<file path="config.mk">
export PLATFORM = sky130hd
export DESIGN_NAME = ex_mem_stage_buf_flat
export DESIGN_NICKNAME = d
export VERILOG_FILES = /design/src/rtl/ex_mem_stage_buf_if.sv /design/src/rtl/ex_mem_stage_buf.sv /design/src/flat_wrapper.sv
export SDC_FILE = /design/constraint.sdc
export NUM_CORES = 1
export LEC_CHECK = 0
export ABC_AREA = 1
export BUFFER_PORTS_ARGS = -buffer_cell sky130_fd_sc_hd__clkbuf_2
export CAP_MARGIN = 20
export CORE_MARGIN = 1
export CORE_UTILIZATION = 59
export CTS_CLUSTER_SIZE = 8
export DETAILED_ROUTE_END_ITERATION = 10
export GPL_TIMING_DRIVEN = 0
export PLACE_DENSITY = 0.85
export SYNTH_ARGS = -nofsm -noshare
export SYNTH_HDL_FRONTEND = slang
export SYNTH_SLANG_ARGS = --single-unit
export TNS_END_PERCENT = 20
</file>
<file path="constraint.sdc">
create_clock -name clk -period 2.6 [get_ports clk]
set_clock_uncertainty 0.05 [all_clocks]
set_input_delay 0.52 -clock clk [delete_from_list [all_inputs] [get_ports clk]]
set_output_delay 0.52 -clock clk [all_outputs]
set_load 0.05 [all_outputs]
</file>
<file path="src/rtl/ex_mem_stage_buf_if.sv">
// rtl/ex_mem_stage_buf_if.sv - EX->MEM stage handshake and payload bundle
interface ex_mem_stage_buf_if #(
   parameter int WB_W   = 2,
   parameter int M_W    = 2,
   parameter int DATA_W = 32,
   parameter int RID_W  = 5
);
   logic              in_valid;
   logic              in_ready;
   logic [WB_W-1:0]   WB_IN;
   logic [M_W-1:0]    M_IN;
   logic [DATA_W-1:0] ALU_resultIN;
   logic [DATA_W-1:0] Mem_WDataIN;
   logic [RID_W-1:0]  Reg_WIDIN;
   logic              out_valid;
   logic              out_ready;
   logic [WB_W-1:0]   WB_OUT;
   logic [M_W-1:0]    M_OUT;
   logic [DATA_W-1:0] ALU_resultOUT;
   logic [DATA_W-1:0] Mem_WDataOUT;
   logic [RID_W-1:0]  Reg_WIDOUT;
   logic [1:0]        occ;

   modport master (
      output in_valid, WB_IN, M_IN, ALU_resultIN, Mem_WDataIN, Reg_WIDIN, out_ready,
      input  in_ready, out_valid, WB_OUT, M_OUT, ALU_resultOUT, Mem_WDataOUT, Reg_WIDOUT, occ
   );

   modport slave (
      input  in_valid, WB_IN, M_IN, ALU_resultIN, Mem_WDataIN, Reg_WIDIN, out_ready,
      output in_ready, out_valid, WB_OUT, M_OUT, ALU_resultOUT, Mem_WDataOUT, Reg_WIDOUT, occ
   );
endinterface

</file>
<file path="src/rtl/ex_mem_stage_buf.sv">
// rtl/ex_mem_stage_buf.sv - EX->MEM pipeline register with 2-entry skid buffer
module ex_mem_stage_buf #(
   parameter int              WB_W      = 2,
   parameter int              M_W       = 2,
   parameter int              DATA_W    = 32,
   parameter int              RID_W     = 5,
   parameter logic [WB_W-1:0] WB_BUBBLE = 2'b01,
   parameter logic [M_W-1:0]  M_BUBBLE  = 2'b00
) (
   input logic               clk,
   input logic               reset,
   input logic               flush,
   ex_mem_stage_buf_if.slave bus
);
   localparam int PW = WB_W + M_W + 2 * DATA_W + RID_W;
   localparam logic [PW-1:0] BUBBLE = {WB_BUBBLE, M_BUBBLE, {(2 * DATA_W + RID_W){1'b0}}};

   typedef enum logic [1:0] {
      EMPTY = 2'd0,
      ONE   = 2'd1,
      TWO   = 2'd2
   } state_t;

   state_t        state, state_n;
   logic [PW-1:0] head, head_n;
   logic [PW-1:0] skid, skid_n;
   logic [PW-1:0] in_pl;
   logic          in_ready, out_valid, in_fire, out_fire;

   // Handshake flags come only from the state register, so out_ready never reaches in_ready.
   assign in_ready  = (state != TWO);
   assign out_valid = (state != EMPTY);
   assign in_fire   = bus.in_valid & in_ready;
   assign out_fire  = out_valid & bus.out_ready;

   assign in_pl = {bus.WB_IN, bus.M_IN, bus.ALU_resultIN, bus.Mem_WDataIN, bus.Reg_WIDIN};

   assign bus.in_ready  = in_ready;
   assign bus.out_valid = out_valid;
   assign bus.occ       = state;
   assign {bus.WB_OUT, bus.M_OUT, bus.ALU_resultOUT, bus.Mem_WDataOUT, bus.Reg_WIDOUT} = head;

   always_comb begin
      state_n = state;
      head_n  = head;
      skid_n  = skid;
      case (state)
         EMPTY: begin
            if (in_fire) begin
               head_n  = in_pl;
               state_n = ONE;
            end
         end
         ONE: begin
            if (in_fire && out_fire) begin
               head_n = in_pl;
            end else if (in_fire) begin
               skid_n  = in_pl;
               state_n = TWO;
            end else if (out_fire) begin
               head_n  = BUBBLE;
               state_n = EMPTY;
            end
         end
         TWO: begin
            if (out_fire) begin
               head_n  = skid;
               skid_n  = BUBBLE;
               state_n = ONE;
            end
         end
         default: begin
            head_n  = BUBBLE;
            skid_n  = BUBBLE;
            state_n = EMPTY;
         end
      endcase
   end

   // Flush behaves exactly like reset; any same-cycle input is simply dropped.
   always_ff @(posedge clk) begin
      if (reset || flush) begin
         state <= EMPTY;
         head  <= BUBBLE;
         skid  <= BUBBLE;
      end else begin
         state <= state_n;
         head  <= head_n;
         skid  <= skid_n;
      end
   end
endmodule

</file>
<file path="src/flat_wrapper.sv">
// flat-port wrapper written by rule: the top's interface ports become plain ports
module ex_mem_stage_buf_flat 
#(
   parameter int              WB_W      = 2,
   parameter int              M_W       = 2,
   parameter int              DATA_W    = 32,
   parameter int              RID_W     = 5,
   parameter logic [WB_W-1:0] WB_BUBBLE = 2'b01,
   parameter logic [M_W-1:0]  M_BUBBLE  = 2'b00
)
  (clk, reset, flush, bus_in_valid, bus_WB_IN, bus_M_IN, bus_ALU_resultIN, bus_Mem_WDataIN, bus_Reg_WIDIN, bus_out_ready, bus_in_ready, bus_out_valid, bus_WB_OUT, bus_M_OUT, bus_ALU_resultOUT, bus_Mem_WDataOUT, bus_Reg_WIDOUT, bus_occ);
  ex_mem_stage_buf_if #(.WB_W(WB_W), .M_W(M_W), .DATA_W(DATA_W), .RID_W(RID_W)) bus_i ();
  input logic clk;
  input logic reset;
  input logic flush;
  input wire logic [$bits(bus_i.in_valid)-1:0] bus_in_valid;
  input wire logic [$bits(bus_i.WB_IN)-1:0] bus_WB_IN;
  input wire logic [$bits(bus_i.M_IN)-1:0] bus_M_IN;
  input wire logic [$bits(bus_i.ALU_resultIN)-1:0] bus_ALU_resultIN;
  input wire logic [$bits(bus_i.Mem_WDataIN)-1:0] bus_Mem_WDataIN;
  input wire logic [$bits(bus_i.Reg_WIDIN)-1:0] bus_Reg_WIDIN;
  input wire logic [$bits(bus_i.out_ready)-1:0] bus_out_ready;
  output wire logic [$bits(bus_i.in_ready)-1:0] bus_in_ready;
  output wire logic [$bits(bus_i.out_valid)-1:0] bus_out_valid;
  output wire logic [$bits(bus_i.WB_OUT)-1:0] bus_WB_OUT;
  output wire logic [$bits(bus_i.M_OUT)-1:0] bus_M_OUT;
  output wire logic [$bits(bus_i.ALU_resultOUT)-1:0] bus_ALU_resultOUT;
  output wire logic [$bits(bus_i.Mem_WDataOUT)-1:0] bus_Mem_WDataOUT;
  output wire logic [$bits(bus_i.Reg_WIDOUT)-1:0] bus_Reg_WIDOUT;
  output wire logic [$bits(bus_i.occ)-1:0] bus_occ;
  assign bus_i.in_valid = bus_in_valid;
  assign bus_i.WB_IN = bus_WB_IN;
  assign bus_i.M_IN = bus_M_IN;
  assign bus_i.ALU_resultIN = bus_ALU_resultIN;
  assign bus_i.Mem_WDataIN = bus_Mem_WDataIN;
  assign bus_i.Reg_WIDIN = bus_Reg_WIDIN;
  assign bus_i.out_ready = bus_out_ready;
  assign bus_in_ready = bus_i.in_ready;
  assign bus_out_valid = bus_i.out_valid;
  assign bus_WB_OUT = bus_i.WB_OUT;
  assign bus_M_OUT = bus_i.M_OUT;
  assign bus_ALU_resultOUT = bus_i.ALU_resultOUT;
  assign bus_Mem_WDataOUT = bus_i.Mem_WDataOUT;
  assign bus_Reg_WIDOUT = bus_i.Reg_WIDOUT;
  assign bus_occ = bus_i.occ;
  ex_mem_stage_buf #(.WB_W(WB_W), .M_W(M_W), .DATA_W(DATA_W), .RID_W(RID_W), .WB_BUBBLE(WB_BUBBLE), .M_BUBBLE(M_BUBBLE)) u_core (.clk(clk), .reset(reset), .flush(flush), .bus(bus_i));
endmodule
</file>
**Word-level counts from Yosys, hierarchy flattened**

Index checks and enable logic that the tools add are counted.

- Register bits: 148
- Input port bits: 78
- Output and inout port bits: 77
- Word-level logic and storage cells: 37

- Equality and inequality tests: 10
- Multiplexer cells: 14
- Bitwise logic cells: 3
- Reduce and logical (&&, ||, !) cells: 7

Operators with widths:

| kind | number |
|---|---|
| 73-bit two-way mux | 6 |
| 73-bit case mux with 3 select lines | 2 |
| 4-bit AND reduction | 3 |
| 2-bit two-way mux | 5 |
| 2-bit by 1-bit != test with 1-bit output, second input constant | 3 |
| 3-bit by 1-bit != test with 1-bit output, second input constant | 2 |
| 2-bit case mux with 3 select lines | 1 |
| 2-bit != test, second input constant | 2 |
| 3-bit != test, second input constant | 1 |
| 1-bit bitwise AND | 2 |
| 2-bit by 1-bit == test with 1-bit output, second input constant | 1 |
| 2-bit == test, second input constant | 1 |
| 2-bit logical NOT | 1 |
| 2-bit nonzero test | 1 |
| 1-bit logical AND | 1 |
| 1-bit logical OR | 1 |
| 1-bit inverter | 1 |

**Longest topological paths before layout**

Gate-level depths: netlist of the first run.

- Word-level depth: 6
- Mapped depth: 9
- Mapped depth without buffers: 7

**Worst setup path after synthesis of the first run**

OpenSTA, ideal clock, no wires.

- Kind: reg2out
- From: register u_core.state[0], in the netlist u_core.bus.occ[0]
- To: output bus_out_valid
- Arrival: 1613 ps
- Required time: 2030 ps
- Slack: 417 ps
- Cell stages (with the launch flop): 6
- Buffers on the path: 3
- Cells stage by stage: dfxtp_1 -> buf_4 -> nor2_2 -> buf_2 -> buf_2 -> inv_1

- Cells in the longest elaborated chain, start to end: 1

RTL lines:

| element | line | RTL |
|---|---|---|
| start, declared | ex_mem_stage_buf.sv:24 | `state_t state, state_n;` |
| start signal, assigned | ex_mem_stage_buf.sv:87 | `state <= state_n;` |
| 2-bit nonzero test | ex_mem_stage_buf.sv:32 | `assign out_valid = (state != EMPTY);` |
| end, declared | flat_wrapper.sv:24 | `output wire logic [$bits(bus_i.out_valid)-1:0] bus_out_valid;` |

Every way passes these cells.

**Final worst setup path of the first run**

Ends and elaborated chain as after synthesis.

==> impl_metrics.toml, run 1 <==
[placement]
hpwlAfterDp_um = 14060
place_congestion = 0.8553
placement.cell_area_sq_mm = 0.008307
numPortBuffers = 154

[logic_synthesis]
synth_compound_gate_area_share_pct = 10.33
yosys.area_share.adder_pct = 0
post_synth_num_cell_types = 20
synth_largest_type_area_fraction_pct = 40.44
dominant_cells_by_area_after_synthesis = "sky130_fd_sc_hd__dfxtp_1 (40%), sky130_fd_sc_hd__nand2_1 (23%), sky130_fd_sc_hd__a21oi_1 (9.9%)"
postSynthAreaPerCell_sq_um = 6.404
fraction_of_synthesized_area_in_multiplexers_pct = 0
netlist_area_sq_mm = 0.007326
synthDominantAreaCellType = "sky130_fd_sc_hd__dfxtp_1"
syn_inst = 1144
yosys.area_share.xor_xnor_pct = 0
main_combinational_cell_family_by_area_after_synthesis = "simple AND/OR/NAND/NOR gates"
synth-seq-cells = 148
synth_simple_gate_area_share_pct = 38.70
yosysSeqAreaShare_pct = 40.44
synthesis.yosys.warnings = 0
syn_nets = 1222

[power_and_ir_drop]
p_leak_nw = 3.949
worst_ir_drop_vdd_mv = 0.3978
p_total_w = 0.005310
power.density_mw_per_mm2 = 601.4

[worst_hold_path]
min-delay-start = "reset"
worst_hold_path.num_cells = 3
timing.hold.worst.class = "input pin to flip-flop"
timing.hold.worst_endpoint = "u_core.skid[71]"

[die]
initial_core_util_pct = 60.74
io_pins = 155
die_outline_area_sq_mm = 0.01287
num_rows = 40
die_w_um = 113.4
coreArea_sq_mm = 0.01206
fp.dieH_um = 113.4

[setup_path]
crit-reg2reg-launch = "u_core.bus.occ[1]"
cp_slowest_stage_delay_ns = 0.33
reg2reg_end = "u_core.head[44]"
critical_path_arrival_ns = 1.93
worst_setup_path_start_kind = "flip-flop"
timing.critical_path.required_ns = 2.03
crit_path_max_fanout = 10
slowest_stage = "sky130_fd_sc_hd__dfxtp_1"
rrSetupSlack_ns = 0.71
critPathKind = "flip-flop to output pin"
cp_top_family = "buffers and inverters"
critical_path.n_buffers_inverters = 5
cpMostUsedCell = "sky130_fd_sc_hd__clkbuf_4"
timing.critical_path.to_type = "output pin"
critical_path_cell_sequence = "buf_4 > nor2_2 > clkbuf_4 > clkbuf_4 > inv_1 > clkbuf_2"
worstRegToRegCells = 7

[timing]
final-setup-viol-count = 0
final.period_utilization_pct = 96.23
post-route-min-period_ns = 2.502
grt_setup_unrepaired = "false"
worst_slew_margin_rel_pct = 54.48
hold_viol = 0
drv_slew = 0
clock.fmax_mhz = 399.7
worst_pin_slew_ns = 0.6828
final.setup.tns_ns = 0

[finish]
area_growth_from_synthesis_to_final_layout_pct = 20.53
nFillCells = 1030
drive_gt1_share_pct = 18.87
design_area_sq_mm = 0.008830
finalNetCount = 1395
number_of_inserted_diodes = 0

[routing]
drt-total-wl_um = 20890
drt_iter0_markers = 715
detailroute.via_count = 8129
via_per_inst = 5.427
ant_nets = 0
detail_route.drc_violations = 0
drt_pre_antenna_iters = 6
routedWlPerCell_um = 13.95

[flow_run]
drv.max_cap_violation_count = 0

[global_route]
grt_antenna_before_repair = 0
grt.overflow.total = 0
maximum_number_of_pins_on_one_net_before_global_route_repair = 17
grtUsageMet3_pct = 8.023
grt_util_met1_pct = 41.87
groute.layer.met2.usage_pct = 53.95
grt_pass1_vias = 7293
global_route_wire_length_before_repair_um = 33870
grt-busiest-layer = "met2"
track_usage_pct = 32.87

[clock_network]
cts_htree_levels = 4
holdBufCountCts = 0
tritoncts = "built"
clockBufferDepth = 2
clk-insertion-delay-late_ns = 0.43
cts.root.buffer_cell = "sky130_fd_sc_hd__clkbuf_16"
clk_pin_slew_worst_paths_ns = 0.06
numCtsBuffers = 17
tritoncts_num_sinks = 148

[outcome]
result_of_the_run = "completed"
[flip-flops by register name (all words and copies together), names as in the netlist]
signal          count
u_core.bus.occ      2
u_core.skid        73
u_core.head        73
[through the flow]
| step | hold WS (ns) | instances | util (%) | worst slack [ns] |
|---|---|---|---|---|
| floorplan | 0.3893 | 1144 | - | 0.4171 |
| global placement | 0.3968 | 1466 | 68.87 | 0.4984 |
| detailed placement | 0.4013 | 1466 | 68.87 | 0.4811 |
| CTS | 0.3361 | 1498 | 73.16 | 0.02120 |
| global route | 0.3460 | 1498 | 73.21 | 0.02702 |
| finish | 0.3318 | 1498 | 73.21 | 0.09815 |
[cells in the final DEF, fill, tap and decap left out, drive strengths merged]
cell	n
a21oi	145
a31oi	1
buf	67
clkbuf	208
clkinv	5
dfxtp	148
inv	79
nand2	442
nand3	76
nand4	72
nor2	83
o211ai	2
o21ai	2
[worst register-to-register path, stage by stage (launching register included)]
cell                      delay, ns
sky130_fd_sc_hd__dfxtp_1       0.46
sky130_fd_sc_hd__inv_2         0.14
sky130_fd_sc_hd__nor2_8        0.21
sky130_fd_sc_hd__buf_1         0.52
sky130_fd_sc_hd__nand2_1       0.15
sky130_fd_sc_hd__nand3_1       0.12
sky130_fd_sc_hd__nand2_1       0.05
sky130_fd_sc_hd__a21oi_1       0.11
[routing by layer]
| layer | share of wire, % | routed length (um) |
|---|---|---|
| met4 | 2.4 | 500 |
| met5 | 0 | 0 |
| met2 | 47 | 9920 |
| met1 | 43 | 8976 |
| met3 | 7.2 | 1494 |
[synthesized netlist by cell type, drive strengths merged]
master,number
nor2,83
buf,69
o211ai,2
a31oi,1
nand4,72
dfxtp,148
nand2,442
nand3,76
clkbuf,25
o21ai,2
inv,79
a21oi,145
[report_power, final]
| part | total (W) | switching [W] | internal (W) |
|---|---|---|---|
| sequential | 0.00234 | 0.0000242 | 0.00232 |
| combinational | 0.000767 | 0.000544 | 0.000223 |
| clock | 0.00220 | 0.000917 | 0.00129 |
[worst max path at each step]
stage | startpoint | to | cells past startpoint
floorplan | u_core.bus.occ[0] | bus_out_valid | 5
global placement | u_core.bus.occ[0] | bus_out_valid | 6
detailed placement | u_core.bus.occ[0] | bus_out_valid | 6
CTS | u_core.bus.occ[0] | bus_out_valid | 6
global route | u_core.bus.occ[0] | bus_out_valid | 6
finish | u_core.bus.occ[0] | bus_out_valid | 6
[layout make-up]
cell class	count	area (sq um)	share of cell area [%]
well taps	168	210.2	2.381
inverters	79	296.5	3.358
clock inverters	5	25.02	0.2834
repair buffers	154	770.7	8.729
clock buffers	27	493.0	5.583
plain buffers	94	479.2	5.427
multi-input cells	823	3592	40.68
flip-flops and latches	148	2963	33.56
[cells by family after synthesis]
group	count (synthesis)
flip-flops	148
AO/OA/AOI/OAI	150
AND/OR/NAND/NOR	673
buffers and inverters	173
[what timing repair did]
item / CTS / global route
endpoints found under the setup margin: 0 / 1
gates resized for setup: 0 / 2
buffers inserted: 0 / 0
Power figures use the tool's default switching activity.
==> inputs of run 2 (changes only) <==
- REMOVE_ABC_BUFFERS: default -> 1
==> run 2 against run 1 <==
Final cell count shrank 4.7%. Clock power grew 3%. Power grew 1.2%. Largest cell class unchanged. Largest power group unchanged.
==> impl_metrics.toml, run 2 (synthesized netlist as in run 1, its figures left out) <==
[finish]
number_of_inserted_diodes = 0
most_frequent_standard_cell_in_the_layout_excluding_fill_and_tap_cells = "sky130_fd_sc_hd__nand2_1"
final_core_util_pct = 72.88
layout.cells.most_common_list = "sky130_fd_sc_hd__nand2_1 (439), sky130_fd_sc_hd__clkbuf_2 (154), sky130_fd_sc_hd__dfxtp_1 (147)"
finalNetCount = 1325
drive_gt1_share_pct = 17.22
nFillCells = 1020
area_growth_from_synthesis_to_final_layout_pct = 20.00

[setup_path]
timing.critical_path.from = "u_core.bus.occ[1]"
slowest_stage = "sky130_fd_sc_hd__dfxtp_1"
critical_path_cell_sequence = "inv_4 > nor2_8 > nand2_8 > nand3_4 > buf_12 > inv_4 > buf_12 > nand2_1 > a21oi_1"
timing.critical_path.to_type = "flip-flop"
cp_slowest_stage_delay_ns = 0.53
critPathKind = "flip-flop to flip-flop"
critical_path_arrival_ns = 2.68
timing.critical_path.required_ns = 2.81
crit_path_max_fanout = 48
worst_setup_path_start_kind = "flip-flop"
crit-reg2reg-launch = "u_core.bus.occ[1]"

[routing]
detailroute.via_count = 8118
ant_nets = 0
drt_iter0_markers = 911
drt_pre_antenna_iters = 5
via_per_inst = 5.685
drt-met1-wl_um = 8984
dr_wl_met3_um = 2168
routedWlPerCell_um = 15.90
dr.max_layer_used = "met4"
met2RoutedLength_um = 10660
drt-total-wl_um = 22710
detail_route.drc_violations = 0

[global_route]
grt_pass1_vias = 7402
grt.overflow.total = 0
track_usage_pct = 35.54
global_route_wire_length_before_repair_um = 35870
maximum_number_of_pins_on_one_net_before_global_route_repair = 89
grt_antenna_before_repair = 0

[clock_network]
clk_pin_slew_worst_paths_ns = 0.06
tritoncts_num_sinks = 148
cts_htree_levels = 4
clk-insertion-delay-late_ns = 0.43
numCtsBuffers = 17
clockBufferDepth = 2
holdBufCountCts = 0
cts.root.buffer_cell = "sky130_fd_sc_hd__clkbuf_16"
tritoncts = "built"

[timing]
post-route-min-period_ns = 2.479
timing.hold.ws_ns = 0.3315
final.period_utilization_pct = 95.33
final.setup.tns_ns = 0
worst_slew_margin_rel_pct = 31.12
final-setup-viol-count = 0
grt_setup_unrepaired = "false"
hold_viol = 0
clock.fmax_mhz = 403.4
worst_pin_slew_ns = 1.031
drv_slew = 0

[power_and_ir_drop]
p_leak_nw = 3.842
power.density_mw_per_mm2 = 611.0
worst_ir_drop_vdd_mv = 0.4541

[die]
num_rows = 40
die_outline_area_sq_mm = 0.01287
initial_core_util_pct = 60.74
die_w_um = 113.4
fp.dieH_um = 113.4
io_pins = 155
coreArea_sq_mm = 0.01206

[placement]
hpwlAfterDp_um = 11020
numPortBuffers = 154
place_congestion = 0.7478

[outcome]
result_of_the_run = "completed"

[flow_run]
drv.max_cap_violation_count = 0

[worst_hold_path]
timing.hold.worst.class = "input pin to flip-flop"
min-delay-start = "reset"
==> run 2: cell types whose count changed in the layout (fill, tap and decap cells not counted), moves of 3 or more <==
cell                       before  now
sky130_fd_sc_hd__inv_4          0    3
sky130_fd_sc_hd__clkbuf_1      32    6
sky130_fd_sc_hd__nor2_4         1    6
sky130_fd_sc_hd__buf_12         0    6
sky130_fd_sc_hd__buf_1          4    0
sky130_fd_sc_hd__nand3_4        0    5
sky130_fd_sc_hd__buf_4         16    6
sky130_fd_sc_hd__buf_2         47    0
==> run 2: power by group <==
group	leakage [nW]	switching, W	internal [W]
Clock	0.268	0.000915	0.00134
Sequential	1.20	0.0000316	0.00231
Combinational	2.37	0.000552	0.000217
Total	3.84	0.00150	0.00387
==> run 2: final timing paths <==
path | to | slack [ns] | depth (start not counted)
min | u_core.skid[71] | 0.33 | 3
min reg2reg | u_core.skid[14] | 0.41 | 2
max | u_core.head[0] | 0.12 | 9
max reg2reg | u_core.head[0] | 0.12 | 9
==> run 2: final cells by class <==
type	count	area (sq um)	area share, %
clock inverters	4	20.02	0.2277
repair buffers	168	991.0	11.27
inverters	79	304.0	3.459
flip-flops and latches	148	2967	33.75
multi-input cells	833	3782	43.03
well taps	168	210.2	2.391
clock buffers	28	516.7	5.878
==> run 2: through the flow <==
stage	area, sq um	setup WS (ns)	instances	total power [W]
after global placement	7833	-9.154	1372	0.003086
after floorplan	6852	-4.764	1050	0.002865
final	8791	0.1213	1428	0.005371
after detailed placement	8043	-1.511	1379	0.003117
after CTS	8756	0.1385	1425	0.005368
after global routing	8791	0.02751	1428	0.005550
==> run 2: repair_timing <==
item	CTS	global route
setup buffers	4	3
resized for setup	9	0
cloned	10	0
endpoints found under the setup margin	147	2
pin swaps	8	1
==> run 2: routing by layer <==
metal  up-vias  GRT usage, %
met1      3693         42.56
met3        76         8.608
met4         0         19.91
met2       450         58.77
li1       3899             -
met5         -             0
==> run 2: critical path, delay by kind of cell, from the launching register on <==
| kind | cells | cell delay (ns) |
|---|---|---|
| flops | 1 | 0.53 |
| compound gates | 1 | 0.08 |
| simple gates | 4 | 0.73 |
| buf+inv | 4 | 0.87 |
==> inputs of run 3 (changes only) <==
--- a/config.mk
+++ b/config.mk
@@ -7,5 +7,5 @@
 export LEC_CHECK = 0
 export ABC_AREA = 1
-export BUFFER_PORTS_ARGS = -buffer_cell sky130_fd_sc_hd__clkbuf_2
+export BUFFER_PORTS_ARGS = -buffer_cell sky130_fd_sc_hd__buf_2
 export CAP_MARGIN = 20
 export CORE_MARGIN = 1
@@ -16,4 +16,5 @@
 export PLACE_DENSITY = 0.85
 export REMOVE_ABC_BUFFERS = 1
+export SKIP_CTS_REPAIR_TIMING = 1
 export SYNTH_ARGS = -nofsm -noshare
 export SYNTH_HDL_FRONTEND = slang
--- a/constraint.sdc
+++ b/constraint.sdc
@@ -3,3 +3,3 @@
 set_input_delay 0.52 -clock clk [delete_from_list [all_inputs] [get_ports clk]]
 set_output_delay 0.52 -clock clk [all_outputs]
-set_load 0.05 [all_outputs]
+set_load 0.02 [all_outputs]
==> run 3 against run 2 <==
First-iteration DRC count increased by 15%. Critical path depth down 2. Via count grew 2.8%. Non-clock buffer count grew 2. Combinational power decreased by 11%. Fmax fell by 1.9%. Worst setup slack worse by 0.047 ns. Sequential power about the same. Final cell count about the same. Critical path type unchanged. Critical endpoint is now u_core.skid[42]. Highest routed layer unchanged.
==> impl_metrics.toml, run 3 (synthesized netlist as in run 1, its figures left out) <==
[outcome]
result_of_the_run = "completed"

[power_and_ir_drop]
power.share.sequential_pct = 43.1
net_switching_power_figure_w = 0.001415
power.internal_w = 0.004022
power.share.combinational_pct = 12.6
power.density_mw_per_mm2 = 612.5
worst_ir_drop_vdd_mv = 0.4112
p_clk_share_pct = 44.3
p_leak_nw = 3.923
swShare_pct = 26.03

[clock_network]
clockBufferDepth = 2
cts_htree_levels = 4
numCtsBuffers = 17
cts.root.buffer_cell = "sky130_fd_sc_hd__clkbuf_16"
tritoncts_num_sinks = 148
clk_pin_slew_worst_paths_ns = 0.06
clk-insertion-delay-late_ns = 0.43
tritoncts = "built"

[timing]
worst_slew_margin_rel_pct = 28.65
drv_slew = 0
post-route-min-period_ns = 2.526
final.period_utilization_pct = 97.15
hold_viol = 0
worst_pin_slew_ns = 1.068
final-setup-viol-count = 0
fin_ws_ns = 0.07409
clock.fmax_mhz = 395.9

[finish]
final_core_util_pct = 73.60
sequential_standard_cell_area_sq_mm = 0.002967
drive_gt1_share_pct = 17.45
layout.cells.most_common_list = "sky130_fd_sc_hd__nand2_1 (439), sky130_fd_sc_hd__buf_2 (154), sky130_fd_sc_hd__dfxtp_1 (147)"
finalNetCount = 1327
multi_input_area_sq_mm = 0.003794
nFillCells = 998
area_growth_from_synthesis_to_final_layout_pct = 21.18
number_of_inserted_diodes = 0
most_frequent_standard_cell_in_the_layout_excluding_fill_and_tap_cells = "sky130_fd_sc_hd__nand2_1"

[routing]
routedWlPerCell_um = 16.45
via_per_inst = 5.840
ant_nets = 0
drt_iter0_markers = 1050
detail_route.drc_violations = 0
drt_pre_antenna_iters = 6
drt-total-wl_um = 23510
detailroute.via_count = 8345

[setup_path]
timing.critical_path.required_ns = 2.91
timing.critical_path.from = "u_core.bus.occ[0]"
worst_setup_path_start_kind = "flip-flop"
cp_top_family = "simple AND/OR/NAND/NOR gates"
critical_path_arrival_ns = 2.83
reg2reg_end = "u_core.skid[42]"
crit-reg2reg-launch = "u_core.bus.occ[0]"
crit_path_max_fanout = 77
timing.critical_path.to = "u_core.skid[42]"
timing.critical_path.to_type = "flip-flop"
slowest_stage = "sky130_fd_sc_hd__dfxtp_4"
critPathKind = "flip-flop to flip-flop"
critical_path_cell_sequence = "nand2_1 > nor2_4 > buf_16 > nand2_8 > nand3_4 > nand2_1 > a21oi_1"
rrSetupSlack_ns = 0.07
critical_path.n_buffers_inverters = 1
cpMostUsedCell = "sky130_fd_sc_hd__nand2_1"
worst-path-stages = 7
worstRegToRegCells = 7
cp_slowest_stage_delay_ns = 0.52

[die]
initial_core_util_pct = 60.74
fp.dieH_um = 113.4
num_rows = 40
die_w_um = 113.4
die_outline_area_sq_mm = 0.01287
io_pins = 155
coreArea_sq_mm = 0.01206

[flow_run]
drv.max_cap_violation_count = 0

[global_route]
grt.overflow.total = 0
maximum_number_of_pins_on_one_net_before_global_route_repair = 88
grt_antenna_before_repair = 0
global_route_wire_length_before_repair_um = 32680
grt_pass1_vias = 7093
track_usage_pct = 31.20

[placement]
numPortBuffers = 154
place_worst_setup_slack_ns = -1.701
place_congestion = 0.7442
hpwlAfterDp_um = 10970

[worst_hold_path]
timing.hold.worst.class = "input pin to flip-flop"
==> run 3: worst min-delay path by stage <==
| stage | from | end | slack (ns) | depth (start not counted) |
|---|---|---|---|---|
| after floorplan | u_core.skid[71] | u_core.skid[71] | 0.39 | 2 |
| after global placement | u_core.skid[61] | u_core.skid[61] | 0.40 | 2 |
| after detailed placement | u_core.skid[47] | u_core.skid[47] | 0.40 | 2 |
| after CTS | reset | u_core.skid[71] | 0.37 | 3 |
| after global routing | bus_out_ready | u_core.bus.occ[1] | 0.42 | 4 |
| final | bus_out_ready | u_core.bus.occ[1] | 0.38 | 4 |
==> run 3: tightest hold or removal path, stage by stage <==
cell	delay, ns
sky130_fd_sc_hd__buf_2	0.10
sky130_fd_sc_hd__nor2_1	0.05
sky130_fd_sc_hd__nor2_1	0.10
sky130_fd_sc_hd__nor2_1	0.04
==> run 3: power groups by stage <==
stage,sequential [W],combinational (W),clock (W)
5_1_grt,0.00235,0.000743,0.00252
6_report,0.00234,0.000685,0.00241
3_5_place_dp,0.00239,0.000622,0
2_1_floorplan,0.00244,0.000322,0
3_3_place_gp,0.00239,0.000596,0
4_1_cts,0.00234,0.000630,0.00240
==> run 3: final cells by class <==
cell class                 instances  share of cell area [%]
clock inverter                     3                  0.4510
timing repair buffer             170                   11.56
clock buffer                      28                   6.047
inverter                          79                   3.425
tap                              168                   2.368
multi-input combinational        833                   42.73
sequential                       148                   33.42
==> run 3: through the flow <==
step,cells,TNS [ns],area (sq um),hold WS (ns),total power [W]
2_1_floorplan,1050,-440.12,6852,0.3907,0.002764
3_3_place_gp,1372,-934.22,7833,0.3969,0.002984
3_5_place_dp,1380,-188.82,8073,0.4021,0.003012
4_1_cts,1411,-190.06,8650,0.3734,0.005371
5_1_grt,1429,-0.03993,8877,0.4158,0.005609
6_report,1429,0,8877,0.3765,0.005437
==> run 3: per-layer routing <==
layer  global-route usage [%]  vias up  part of all wire [%]
met4                    14.39        0                   3.2
met3                    6.642       80                    11
met2                    53.09      493                    47
met1                    37.87     3858                    39
met5                        0        -                     0
li1                         -     3914                     -
